File: config.mk
export PLATFORM = sky130hd
export DESIGN_NAME = cu_pipe
export DESIGN_NICKNAME = d
export VERILOG_FILES = /design/src/rtl/cu_pipe.sv
export SDC_FILE = /design/constraint.sdc
export NUM_CORES = 1
export LEC_CHECK = 0
export ABC_AREA = 1
export CAP_MARGIN = 20
export CORE_MARGIN = 3
export CORE_UTILIZATION = 54
export DETAILED_ROUTE_END_ITERATION = 12
export PLACE_DENSITY = 0.88
export SYNTH_ARGS = -nofsm -noshare
export SYNTH_HDL_FRONTEND = slang
export SYNTH_SLANG_ARGS = --single-unit
File: constraint.sdc
create_clock -name clk -period 5 [get_ports clk]
set_input_delay 1.5 -clock clk [delete_from_list [all_inputs] [get_ports clk]]
set_output_delay 1.5 -clock clk [all_outputs]
set_load 0.05 [all_outputs]
File: src/rtl/cu_pipe.sv
// cu_pipe: registered decode stage between fetch and execute.
// It decodes one instruction per cycle into the control bundle and holds it
// behind a valid/ready handshake. The design has one output register and one
// skid entry. It also detects illegal instructions, drains the pipe after a
// FENCE, holds off new instructions after a trap, and supports a flush.
//
// state | meaning
// ------+--------------------------------------------------------------
// RUN   | normal decode, in_ready whenever the skid entry is empty
// DRAIN | FENCE accepted, in_ready low while r_cnt counts down to 1
// TRAP  | illegal instruction accepted, in_ready low until flush
module cu_pipe #(
  parameter int XLEN         = 64,
  parameter int FENCE_CYCLES = 4,
  parameter int PC_W         = 64
) (
  input  logic            clk,
  input  logic            rst,
  input  logic            in_valid,
  output logic            in_ready,
  input  logic [31:0]     in_inst,
  input  logic [PC_W-1:0] in_pc,
  input  logic            flush,
  output logic            out_valid,
  input  logic            out_ready,
  output logic [31:0]     out_inst,
  output logic [PC_W-1:0] out_pc,
  output logic [2:0]      immsel,
  output logic            regwen,
  output logic            asel,
  output logic            bsel,
  output logic [3:0]      alusel,
  output logic            aluupper,
  output logic            memrw,
  output logic [1:0]      memword,
  output logic            memsign,
  output logic [1:0]      wbsel,
  output logic            jump,
  output logic            branch,
  output logic [1:0]      brcond,
  output logic            brun,
  output logic            illegal
);

  // Bundle encodings shared with the execute stage.
  localparam logic [2:0] IMM_I     = 3'd0;
  localparam logic [2:0] IMM_S     = 3'd1;
  localparam logic [2:0] IMM_B     = 3'd2;
  localparam logic [2:0] IMM_U     = 3'd3;
  localparam logic [2:0] IMM_J     = 3'd4;
  localparam logic       REGW_UN   = 1'b0;
  localparam logic       REGW_EN   = 1'b1;
  localparam logic       ASEL_REG  = 1'b0;
  localparam logic       ASEL_PC   = 1'b1;
  localparam logic       BSEL_REG  = 1'b0;
  localparam logic       BSEL_IMM  = 1'b1;
  localparam logic       MEM_READ  = 1'b0;
  localparam logic       MEM_WRITE = 1'b1;
  localparam logic [1:0] WB_ALU    = 2'd0;
  localparam logic [1:0] WB_MEM    = 2'd1;
  localparam logic [1:0] WB_PC4    = 2'd2;
  localparam logic [3:0] ALU_ADD   = 4'b0000;
  // 1111 is never produced by a register-register op, so LUI uses it as
  // "pass operand B".
  localparam logic [3:0] ALU_COPYB = 4'b1111;

  localparam logic [4:0] OPC_LOAD    = 5'b00000;
  localparam logic [4:0] OPC_FENCE   = 5'b00011;
  localparam logic [4:0] OPC_OPIMM   = 5'b00100;
  localparam logic [4:0] OPC_AUIPC   = 5'b00101;
  localparam logic [4:0] OPC_OPIMM32 = 5'b00110;
  localparam logic [4:0] OPC_STORE   = 5'b01000;
  localparam logic [4:0] OPC_OP      = 5'b01100;
  localparam logic [4:0] OPC_LUI     = 5'b01101;
  localparam logic [4:0] OPC_OP32    = 5'b01110;
  localparam logic [4:0] OPC_BRANCH  = 5'b11000;
  localparam logic [4:0] OPC_JALR    = 5'b11001;
  localparam logic [4:0] OPC_JAL     = 5'b11011;

  localparam bit         RV32       = (XLEN == 32);
  localparam logic [7:0] FENCE_INIT = 8'(FENCE_CYCLES);

  typedef struct packed {
    logic [2:0]      immsel;
    logic            regwen;
    logic            asel;
    logic            bsel;
    logic [3:0]      alusel;
    logic            aluupper;
    logic            memrw;
    logic [1:0]      memword;
    logic            memsign;
    logic [1:0]      wbsel;
    logic            jump;
    logic            branch;
    logic [1:0]      brcond;
    logic            brun;
    logic            illegal;
    logic [31:0]     inst;
    logic [PC_W-1:0] pc;
  } bundle_t;

  typedef enum logic [1:0] {ST_RUN, ST_DRAIN, ST_TRAP} state_t;

  state_t     r_state, w_state_nxt;
  logic [7:0] r_cnt, w_cnt_nxt;
  bundle_t    r_out, w_out_nxt, r_skid, w_skid_nxt, w_dec;
  logic       r_out_valid, w_out_valid_nxt;
  logic       r_skid_valid, w_skid_valid_nxt;
  logic       r_in_ready;
  logic       w_accept, w_dec_fence, w_bad;
  logic [4:0] w_opcode;
  logic [2:0] w_f3;

  assign w_opcode = in_inst[6:2];
  assign w_f3     = in_inst[14:12];
  assign w_accept = in_valid && r_in_ready;

  // Decode the offered instruction into a bundle. Illegal and FENCE bundles
  // carry no control side effects; the raw inst fields are always passed on.
  always_comb begin
    w_dec         = '0;
    w_dec_fence   = 1'b0;
    w_bad         = (in_inst[1:0] != 2'b11);
    w_dec.inst    = in_inst;
    w_dec.pc      = in_pc;
    w_dec.memword = in_inst[13:12];
    w_dec.memsign = in_inst[14];
    w_dec.brcond  = {in_inst[14], in_inst[12]};
    w_dec.brun    = in_inst[13];
    case (w_opcode)
      OPC_LOAD: begin
        w_dec.immsel   = IMM_I;
        w_dec.regwen   = REGW_EN;
        w_dec.asel     = ASEL_REG;
        w_dec.bsel     = BSEL_IMM;
        w_dec.alusel   = ALU_ADD;
        w_dec.aluupper = 1'b1;
        w_dec.memrw    = MEM_READ;
        w_dec.wbsel    = WB_MEM;
        if (w_f3 == 3'b111) w_bad = 1'b1;
        if (RV32 && (w_f3 == 3'b011 || w_f3 == 3'b110)) w_bad = 1'b1;
      end
      OPC_STORE: begin
        w_dec.immsel   = IMM_S;
        w_dec.regwen   = REGW_UN;
        w_dec.bsel     = BSEL_IMM;
        w_dec.alusel   = ALU_ADD;
        w_dec.aluupper = 1'b1;
        w_dec.memrw    = MEM_WRITE;
        if (w_f3[2]) w_bad = 1'b1;
        if (RV32 && w_f3 == 3'b011) w_bad = 1'b1;
      end
      OPC_OPIMM, OPC_OPIMM32: begin
        w_dec.immsel   = IMM_I;
        w_dec.regwen   = REGW_EN;
        w_dec.asel     = ASEL_REG;
        w_dec.bsel     = BSEL_IMM;
        w_dec.alusel   = (w_f3 == 3'b101) ? {in_inst[30], w_f3} : {1'b0, w_f3};
        w_dec.aluupper = (w_opcode == OPC_OPIMM);
        w_dec.wbsel    = WB_ALU;
        if (RV32 && w_opcode == OPC_OPIMM32) w_bad = 1'b1;
      end
      OPC_OP, OPC_OP32: begin
        w_dec.immsel   = IMM_I;
        w_dec.regwen   = REGW_EN;
        w_dec.asel     = ASEL_REG;
        w_dec.bsel     = BSEL_REG;
        w_dec.alusel   = {in_inst[30], w_f3};
        w_dec.aluupper = (w_opcode == OPC_OP);
        w_dec.wbsel    = WB_ALU;
        if (RV32 && w_opcode == OPC_OP32) w_bad = 1'b1;
      end
      OPC_LUI: begin
        w_dec.immsel   = IMM_U;
        w_dec.regwen   = REGW_EN;
        w_dec.bsel     = BSEL_IMM;
        w_dec.alusel   = ALU_COPYB;
        w_dec.aluupper = 1'b1;
        w_dec.wbsel    = WB_ALU;
      end
      OPC_AUIPC: begin
        w_dec.immsel   = IMM_U;
        w_dec.regwen   = REGW_EN;
        w_dec.asel     = ASEL_PC;
        w_dec.bsel     = BSEL_IMM;
        w_dec.alusel   = ALU_ADD;
        w_dec.aluupper = 1'b1;
        w_dec.wbsel    = WB_ALU;
      end
      OPC_JAL: begin
        w_dec.immsel   = IMM_J;
        w_dec.regwen   = REGW_EN;
        w_dec.asel     = ASEL_PC;
        w_dec.bsel     = BSEL_IMM;
        w_dec.alusel   = ALU_ADD;
        w_dec.aluupper = 1'b1;
        w_dec.wbsel    = WB_PC4;
        w_dec.jump     = 1'b1;
      end
      OPC_JALR: begin
        w_dec.immsel   = IMM_I;
        w_dec.regwen   = REGW_EN;
        w_dec.asel     = ASEL_REG;
        w_dec.bsel     = BSEL_IMM;
        w_dec.alusel   = ALU_ADD;
        w_dec.aluupper = 1'b1;
        w_dec.wbsel    = WB_PC4;
        w_dec.jump     = 1'b1;
      end
      OPC_BRANCH: begin
        w_dec.immsel   = IMM_B;
        w_dec.regwen   = REGW_UN;
        w_dec.asel     = ASEL_PC;
        w_dec.bsel     = BSEL_IMM;
        w_dec.alusel   = ALU_ADD;
        w_dec.aluupper = 1'b1;
        w_dec.branch   = 1'b1;
        if (w_f3 == 3'b010 || w_f3 == 3'b011) w_bad = 1'b1;
      end
      OPC_FENCE: w_dec_fence = 1'b1;
      default:   w_bad = 1'b1;
    endcase
    if (w_bad) begin
      w_dec.immsel   = IMM_I;
      w_dec.regwen   = REGW_UN;
      w_dec.asel     = ASEL_REG;
      w_dec.bsel     = BSEL_REG;
      w_dec.alusel   = ALU_ADD;
      w_dec.aluupper = 1'b0;
      w_dec.memrw    = MEM_READ;
      w_dec.wbsel    = WB_ALU;
      w_dec.jump     = 1'b0;
      w_dec.branch   = 1'b0;
      w_dec.illegal  = 1'b1;
      w_dec_fence    = 1'b0;
    end
  end

  // Next state and drain counter; flush overrides everything.
  always_comb begin
    w_state_nxt = r_state;
    w_cnt_nxt   = r_cnt;
    case (r_state)
      ST_RUN: begin
        if (w_accept && w_dec_fence) begin
          w_state_nxt = ST_DRAIN;
          w_cnt_nxt   = FENCE_INIT;
        end else if (w_accept && w_dec.illegal) begin
          w_state_nxt = ST_TRAP;
        end
      end
      ST_DRAIN: begin
        w_cnt_nxt = r_cnt - 8'd1;
        if (r_cnt <= 8'd1) begin
          w_state_nxt = ST_RUN;
          w_cnt_nxt   = 8'd0;
        end
      end
      ST_TRAP: w_state_nxt = ST_TRAP;
      default: w_state_nxt = ST_RUN;
    endcase
    if (flush) begin
      w_state_nxt = ST_RUN;
      w_cnt_nxt   = 8'd0;
    end
  end

  // Output register and skid entry steering.
  always_comb begin
    w_out_nxt        = r_out;
    w_out_valid_nxt  = r_out_valid;
    w_skid_nxt       = r_skid;
    w_skid_valid_nxt = r_skid_valid;
    if (!r_out_valid || out_ready) begin
      if (r_skid_valid) begin
        w_out_nxt        = r_skid;
        w_out_valid_nxt  = 1'b1;
        w_skid_valid_nxt = 1'b0;
      end else if (w_accept) begin
        w_out_nxt       = w_dec;
        w_out_valid_nxt = 1'b1;
      end else begin
        w_out_valid_nxt = 1'b0;
      end
    end else if (w_accept) begin
      w_skid_nxt       = w_dec;
      w_skid_valid_nxt = 1'b1;
    end
    if (flush) begin
      w_out_valid_nxt  = 1'b0;
      w_skid_valid_nxt = 1'b0;
    end
  end

  // State registers. in_ready is registered, so it is low in the reset
  // cycle and during the cycle right after reset.
  always_ff @(posedge clk) begin
    if (rst) begin
      r_state      <= ST_RUN;
      r_cnt        <= 8'd0;
      r_out        <= '0;
      r_out_valid  <= 1'b0;
      r_skid       <= '0;
      r_skid_valid <= 1'b0;
      r_in_ready   <= 1'b0;
    end else begin
      r_state      <= w_state_nxt;
      r_cnt        <= w_cnt_nxt;
      r_out        <= w_out_nxt;
      r_out_valid  <= w_out_valid_nxt;
      r_skid       <= w_skid_nxt;
      r_skid_valid <= w_skid_valid_nxt;
      r_in_ready   <= (w_state_nxt == ST_RUN) && !w_skid_valid_nxt;
    end
  end

  assign in_ready  = r_in_ready;
  assign out_valid = r_out_valid;
  assign out_inst  = r_out.inst;
  assign out_pc    = r_out.pc;
  assign immsel    = r_out.immsel;
  assign regwen    = r_out.regwen;
  assign asel      = r_out.asel;
  assign bsel      = r_out.bsel;
  assign alusel    = r_out.alusel;
  assign aluupper  = r_out.aluupper;
  assign memrw     = r_out.memrw;
  assign memword   = r_out.memword;
  assign memsign   = r_out.memsign;
  assign wbsel     = r_out.wbsel;
  assign jump      = r_out.jump;
  assign branch    = r_out.branch;
  assign brcond    = r_out.brcond;
  assign brun      = r_out.brun;
  assign illegal   = r_out.illegal;

endmodule

* Word level (Yosys, flattened, before mapping)
Cells that the tools add are included.
W data, S select, Z words.
** Operators by class
- Add/subtract/negate cells :: 1
- $lt $le $gt $ge :: 1
- Equality and inequality tests :: 19
- Muxes and demuxes :: 32
- Bitwise operators :: 1
- Reduce and logical (&&, ||, !) cells :: 25
** Operators with widths (count)
- $mux W119 :: 2
- $pmux W6 S4 :: 1
- $eq A5 B4 Y1 const B :: 4
- $pmux W4 S5 :: 1
- $mux W8 :: 2
- $pmux W8 S2 :: 1
- $eq A5 B3 Y1 const B :: 3
- $eq A5 B5 Y1 const B :: 3
- $mux W1 :: 15
- $mux W12 :: 1
- $reduce_or A6 Y1 :: 2
- $reduce_or A2 Y1 :: 5
- $reduce_or A9 Y1 :: 1
- $le A8 B1 Y1 const B :: 1
- $mux W2 :: 4
- $mux W4 :: 2
- $sub A8 B1 Y8 const B :: 1
- $eq A3 B2 Y1 const B :: 2
- $eq A3 B3 Y1 const B :: 2
- $pmux W2 S3 :: 1
- $reduce_and A2 Y1 :: 3
- $eq A5 B2 Y1 const B :: 1
- $logic_not A5 Y1 :: 1
- $logic_and A1 B1 Y1 :: 4
- 11 further kinds :: 16
** Word-level totals
- Bits in registers :: 251
- Output and inout bits :: 121
- Logic and storage cells :: 118

* Logic depth before layout (Yosys ltp)
- Word-level depth :: 12
- Depth in mapped cells :: 16
- Depth with buffers taken out :: 15

* Least setup slack after synthesis
No wires, ideal clock.
- Path kind :: input -> register
- Start :: in in_inst[3]
- End :: reg r_cnt[1]
- Library setup time :: 0.115 ns
- Arrival :: 2.676 ns
- Data required time :: 4.885 ns
- Slack :: 2.209 ns
- Stages :: 14
- Cell sequence :: buf_6 > nor2_2 > nand2_1 > nand2_1 > nand2_1 > nand2_1 > nand2_1 > nand2_2 > nand3_2 > inv_2 > nand2_2 > nand2_2 > nor2_1 > o21a_1
** Between the ends
- Cells in the longest elaborated chain, start to end :: 7
- Elaborated cells on any way between the ends :: 19
- Those cells by class :: 12 x eq/ne; 3 x mux; 4 x reduce/logical
** Ends and longest elaborated chain
- start, declared :: RTL line 21 : input logic [31:0] in_inst,
- $eq A5 B3 Y1 (tied with other cells) :: RTL line 131 : case (w_opcode)
- $reduce_or A9 Y1 (no source line)
- $pmux W1 S4 :: RTL line 131
- $mux W1 * :: RTL line 224 : if (w_bad) begin
- $logic_and A1 B1 Y1 * :: RTL line 246 : if (w_accept && w_dec_fence) begin
- $ne A2 B2 Y1 (no source line) *
- $reduce_and A2 Y1 (no source line) *
- end signal, assigned :: RTL line 309 : r_cnt <= w_cnt_nxt;
- end, declared :: RTL line 106 : logic [7:0] r_cnt, w_cnt_nxt;
Mark *: on every way between the ends. The rest lies on a longest branch, timed or not.
A chain may end at the register's enable or synchronous reset.

* Worst setup path after layout
- Start :: in in_valid
- End :: reg r_out (netlist bit out_pc[28])
** Between the ends
- Cells in the longest elaborated chain, start to end :: 3
** Ends and longest elaborated chain
- start, declared :: RTL line 19 : input logic in_valid,
- $logic_and A1 B1 Y1 :: RTL line 117 : assign w_accept = in_valid && r_in_ready;
- $reduce_bool A2 Y1 (no source line)
- $reduce_and A2 Y1 (no source line)
- end signal, assigned :: RTL line 310 : r_out <= w_out_nxt;
- end, declared :: RTL line 107 : bundle_t r_out, w_out_nxt, r_skid, w_skid_nxt, w_dec;
No other way between the ends.

==> results.py <==
metrics = {
    "run_status": {
        "status": "finished clean",
    },
    "power_and_ir_drop": {
        "leakage_nw": 5.11,
        "power_frac_seq_pct": 45.0,
        "ir_worst_vdd_uv": 317,
        "intPower_w": 0.00325,
        "swShare_pct": 27.0,
        "pwr-share-comb_pct": 15.2,
        "power.density_nw_per_um2": 355,
        "clkPwrFrac_pct": 39.9,
        "p_sw_w": 0.00120,
    },
    "critical_path": {
        "slowest_stage": "buf_4",
        "r2r-start": "r_skid_valid",
        "r2r_end": "out_pc[28]",
        "crit_path_max_fanout": 73,
        "crit_top_cell": "nand2_1",
        "cp-end-kind": "flip-flop",
        "path_buf_inv": 3,
        "timing.critical_path.from": "in_valid",
        "cp_top_family": "buffers and inverters",
        "r2r_slack_ps": 2550,
        "required_ps": 5430,
        "cpPeakStageDelay_ps": 500,
        "cp_data_arrival_time_ps": 3750,
        "cp_num_cells": 8,
        "r2r_cells": 7,
        "crit_chain": "clkdlybuf4s50_1 > nand2_1 > nand2_1 > nand2_1 > inv_4 > buf_4 > o21ai_0 > a31oi_1",
        "crit_path_start_kind": "primary input",
        "path_class": "in2reg",
        "endpoint": "out_pc[28]",
    },
    "timing": {
        "period_minus_slack_ps": 3320,
        "setup_viol": 0,
        "setup_tns_ps": 0,
        "worst_pin_slew_ps": 871,
        "hold-worst-slack_ps": 466,
        "timing.final.ws_setup_ps": 1680,
        "hold_viol": 0,
        "rsz0062_at_grt": "false",
        "clock.fmax_mhz": 301,
        "slew_headroom_pct": 42.0,
        "period_share_pct": 66.4,
        "skew_ps": 6.42,
        "drv_slew": 0,
    },
    "place": {
        "hpwl_um": 16300,
        "place_worst_setup_slack_ps": 1190,
        "portBuffers": 221,
        "globalplace.congestion": 0.888,
        "placed_cells": 1634,
        "post_dp_cell_area_um2": 11700,
    },
    "floorplanning": {
        "die_height_um": 139,
        "initial_core_util_pct": 56.2,
        "pin_count": 222,
        "die_w_um": 139,
        "num_rows": 47,
        "core_um2": 16900,
        "die_area_um2": 19300,
    },
    "detailed_routing": {
        "ant_nets": 0,
        "drc": 0,
        "via_per_inst": 5.63,
        "met1_length_um": 11100,
        "wl_met2_um": 13200,
        "vias": 9442,
        "initialDrtViolationCount": 764,
        "wl_um": 27000,
        "highest_layer": "met4",
        "post_drt_wl_per_cell_um": 16.1,
        "first_pass_iters": 5,
        "met3_length_um": 2180,
    },
    "layout": {
        "antenna_cells": 0,
        "final_cell_mix": "nand2_1, dfxtp_1, clkdlybuf4s50_1",
        "final_area_um2": 12500,
        "nFillCells": 1266,
        "drive_above_1_share_pct": 5.97,
        "layout_commonest_cell": "nand2_1",
        "layoutNonFillerInstCount": 1678,
        "final_nets": 1546,
        "areaGrowthSynthToFinish_pct": 31.6,
    },
    "cts": {
        "cts.clk_slew.worst_paths_ps": 60,
        "cts_tree": "yes",
        "h-tree-depth": 1,
        "cts_resized": 0,
        "cts-root-buf": "clkbuf_16",
        "cts_buffers": 25,
        "cts-hold-fix-buffers": 0,
        "clockBufferDepth": 3,
        "clock_latency_ps": 510,
        "cts_sinks": 237,
        "postCtsSetupBuffers": 0,
    },
    "synth": {
        "yosys_warnings": 0,
        "synth_cell_types": 30,
        "seq_area_frac_synth_pct": 49.8,
        "synthesis.area_um2": 9530,
        "syn_inst": 1286,
        "synth_nets": 1389,
        "syn_area_per_cell_um2": 7.41,
        "synth_seq_cells": 237,
    },
    "global_route": {
        "grt_max_degree": 126,
        "grt_first_pass_wirelength_um": 44200,
        "antenna_found_initial": 0,
        "grt_usage_pct": 26.7,
        "overflow": 0,
        "grt_pass1_vias": 9042,
    },
    "worst_hold_path": {
        "hold_path.class": "reg2reg",
        "worstHoldPathCells": 2,
    },
    "job": {
        "cap_violations": 0,
    },
}
-- synth_stat cells (all sizes together) --
| library cell | n | area [µm²] |
|---|---|---|
| o211ai | 3 | 22.5 |
| a31oi | 97 | 613 |
| nor2 | 221 | 877 |
| clkbuf | 89 | 334 |
| xor2 | 5 | 43.8 |
| nor4 | 1 | 6.26 |
| o2111ai | 1 | 8.76 |
| nand3 | 22 | 125 |
| nand2 | 277 | 1070 |
| xnor2 | 1 | 8.76 |
| inv | 30 | 113 |
| a21oi | 61 | 305 |
| o21a | 1 | 7.51 |
| ha | 2 | 25.0 |
| dfxtp | 237 | 4740 |
| nand4 | 4 | 25.0 |
| or2 | 1 | 6.26 |
| o21ai | 213 | 1070 |
| buf | 16 | 104 |
| nor3 | 4 | 20.0 |
-- routing by layer --
metal,track usage [%],vias to the layer above
li1,-,4606
met1,34.0,4407
met2,46.2,378
met3,5.83,51
met4,6.90,0
met5,0,-
-- worst min-delay path by stage --
stage	startpoint	endpoint	slack [ps]
after floorplan	r_skid[100]	r_skid[100]	450
after global placement	r_skid[92]	out_inst[28]	450
after detailed placement	r_skid[52]	out_pc[52]	460
after CTS	r_skid[11]	out_pc[11]	470
after global routing	r_skid[110]	r_skid[110]	490
final	r_skid[11]	out_pc[11]	470
-- sequential cells by signal, summed over array words and instances (netlist names), 2 cells and up --
signal    flops
immsel        3
r_state       2
alusel        4
r_cnt         8
out_pc       64
wbsel         2
r_skid      112
out_inst     31
-- through the flow --
| step | utilization (%) | power, W |
|---|---|---|
| floorplan | - | 0.00244 |
| global route | 74.0 | 0.00460 |
| global placement | 69.0 | 0.00270 |
| CTS | 73.7 | 0.00447 |
| detailed placement | 69.0 | 0.00271 |
| finish | 74.0 | 0.00445 |
-- power groups by stage --
| stage | sequential (W) | clock, W | combinational, W |
|---|---|---|---|
| 3_3_place_gp | 0.00204 | 0 | 0.000660 |
| 4_1_cts | 0.00200 | 0.00180 | 0.000674 |
| 5_1_grt | 0.00201 | 0.00187 | 0.000715 |
| 2_1_floorplan | 0.00226 | 0 | 0.000180 |
| 3_5_place_dp | 0.00204 | 0 | 0.000671 |
| 6_report | 0.00200 | 0.00177 | 0.000675 |
-- layout make-up --
class,count,area (µm²),share of cell area (%)
clock buffer,32,672,5.36
clock inverter,10,111,0.889
inverter,30,120,0.958
multi-input combinational,914,4240,33.8
sequential,237,4750,37.9
tap,220,275,2.20
timing repair buffer,235,2370,18.9
-- cell families (layout without fill, tap and decap cells) --
group | after synthesis | in the layout | synth area share (%)
compound gates | 376 | 376 | 21.2
flops | 237 | 237 | 49.8
xor+xnor | 6 | 6 | 0.552
buf+inv | 135 | 307 | 5.78
simple gates | 530 | 530 | 22.4
fa+ha+maj | 2 | 2 | 0.263
-- tightest hold or removal path, cell delays in order, from the launching register on --
cell and delay [ps]:
dfxtp_1 300, nand2_1 50, a31oi_1 70
No activity file was read; power rests on OpenSTA's default activity.
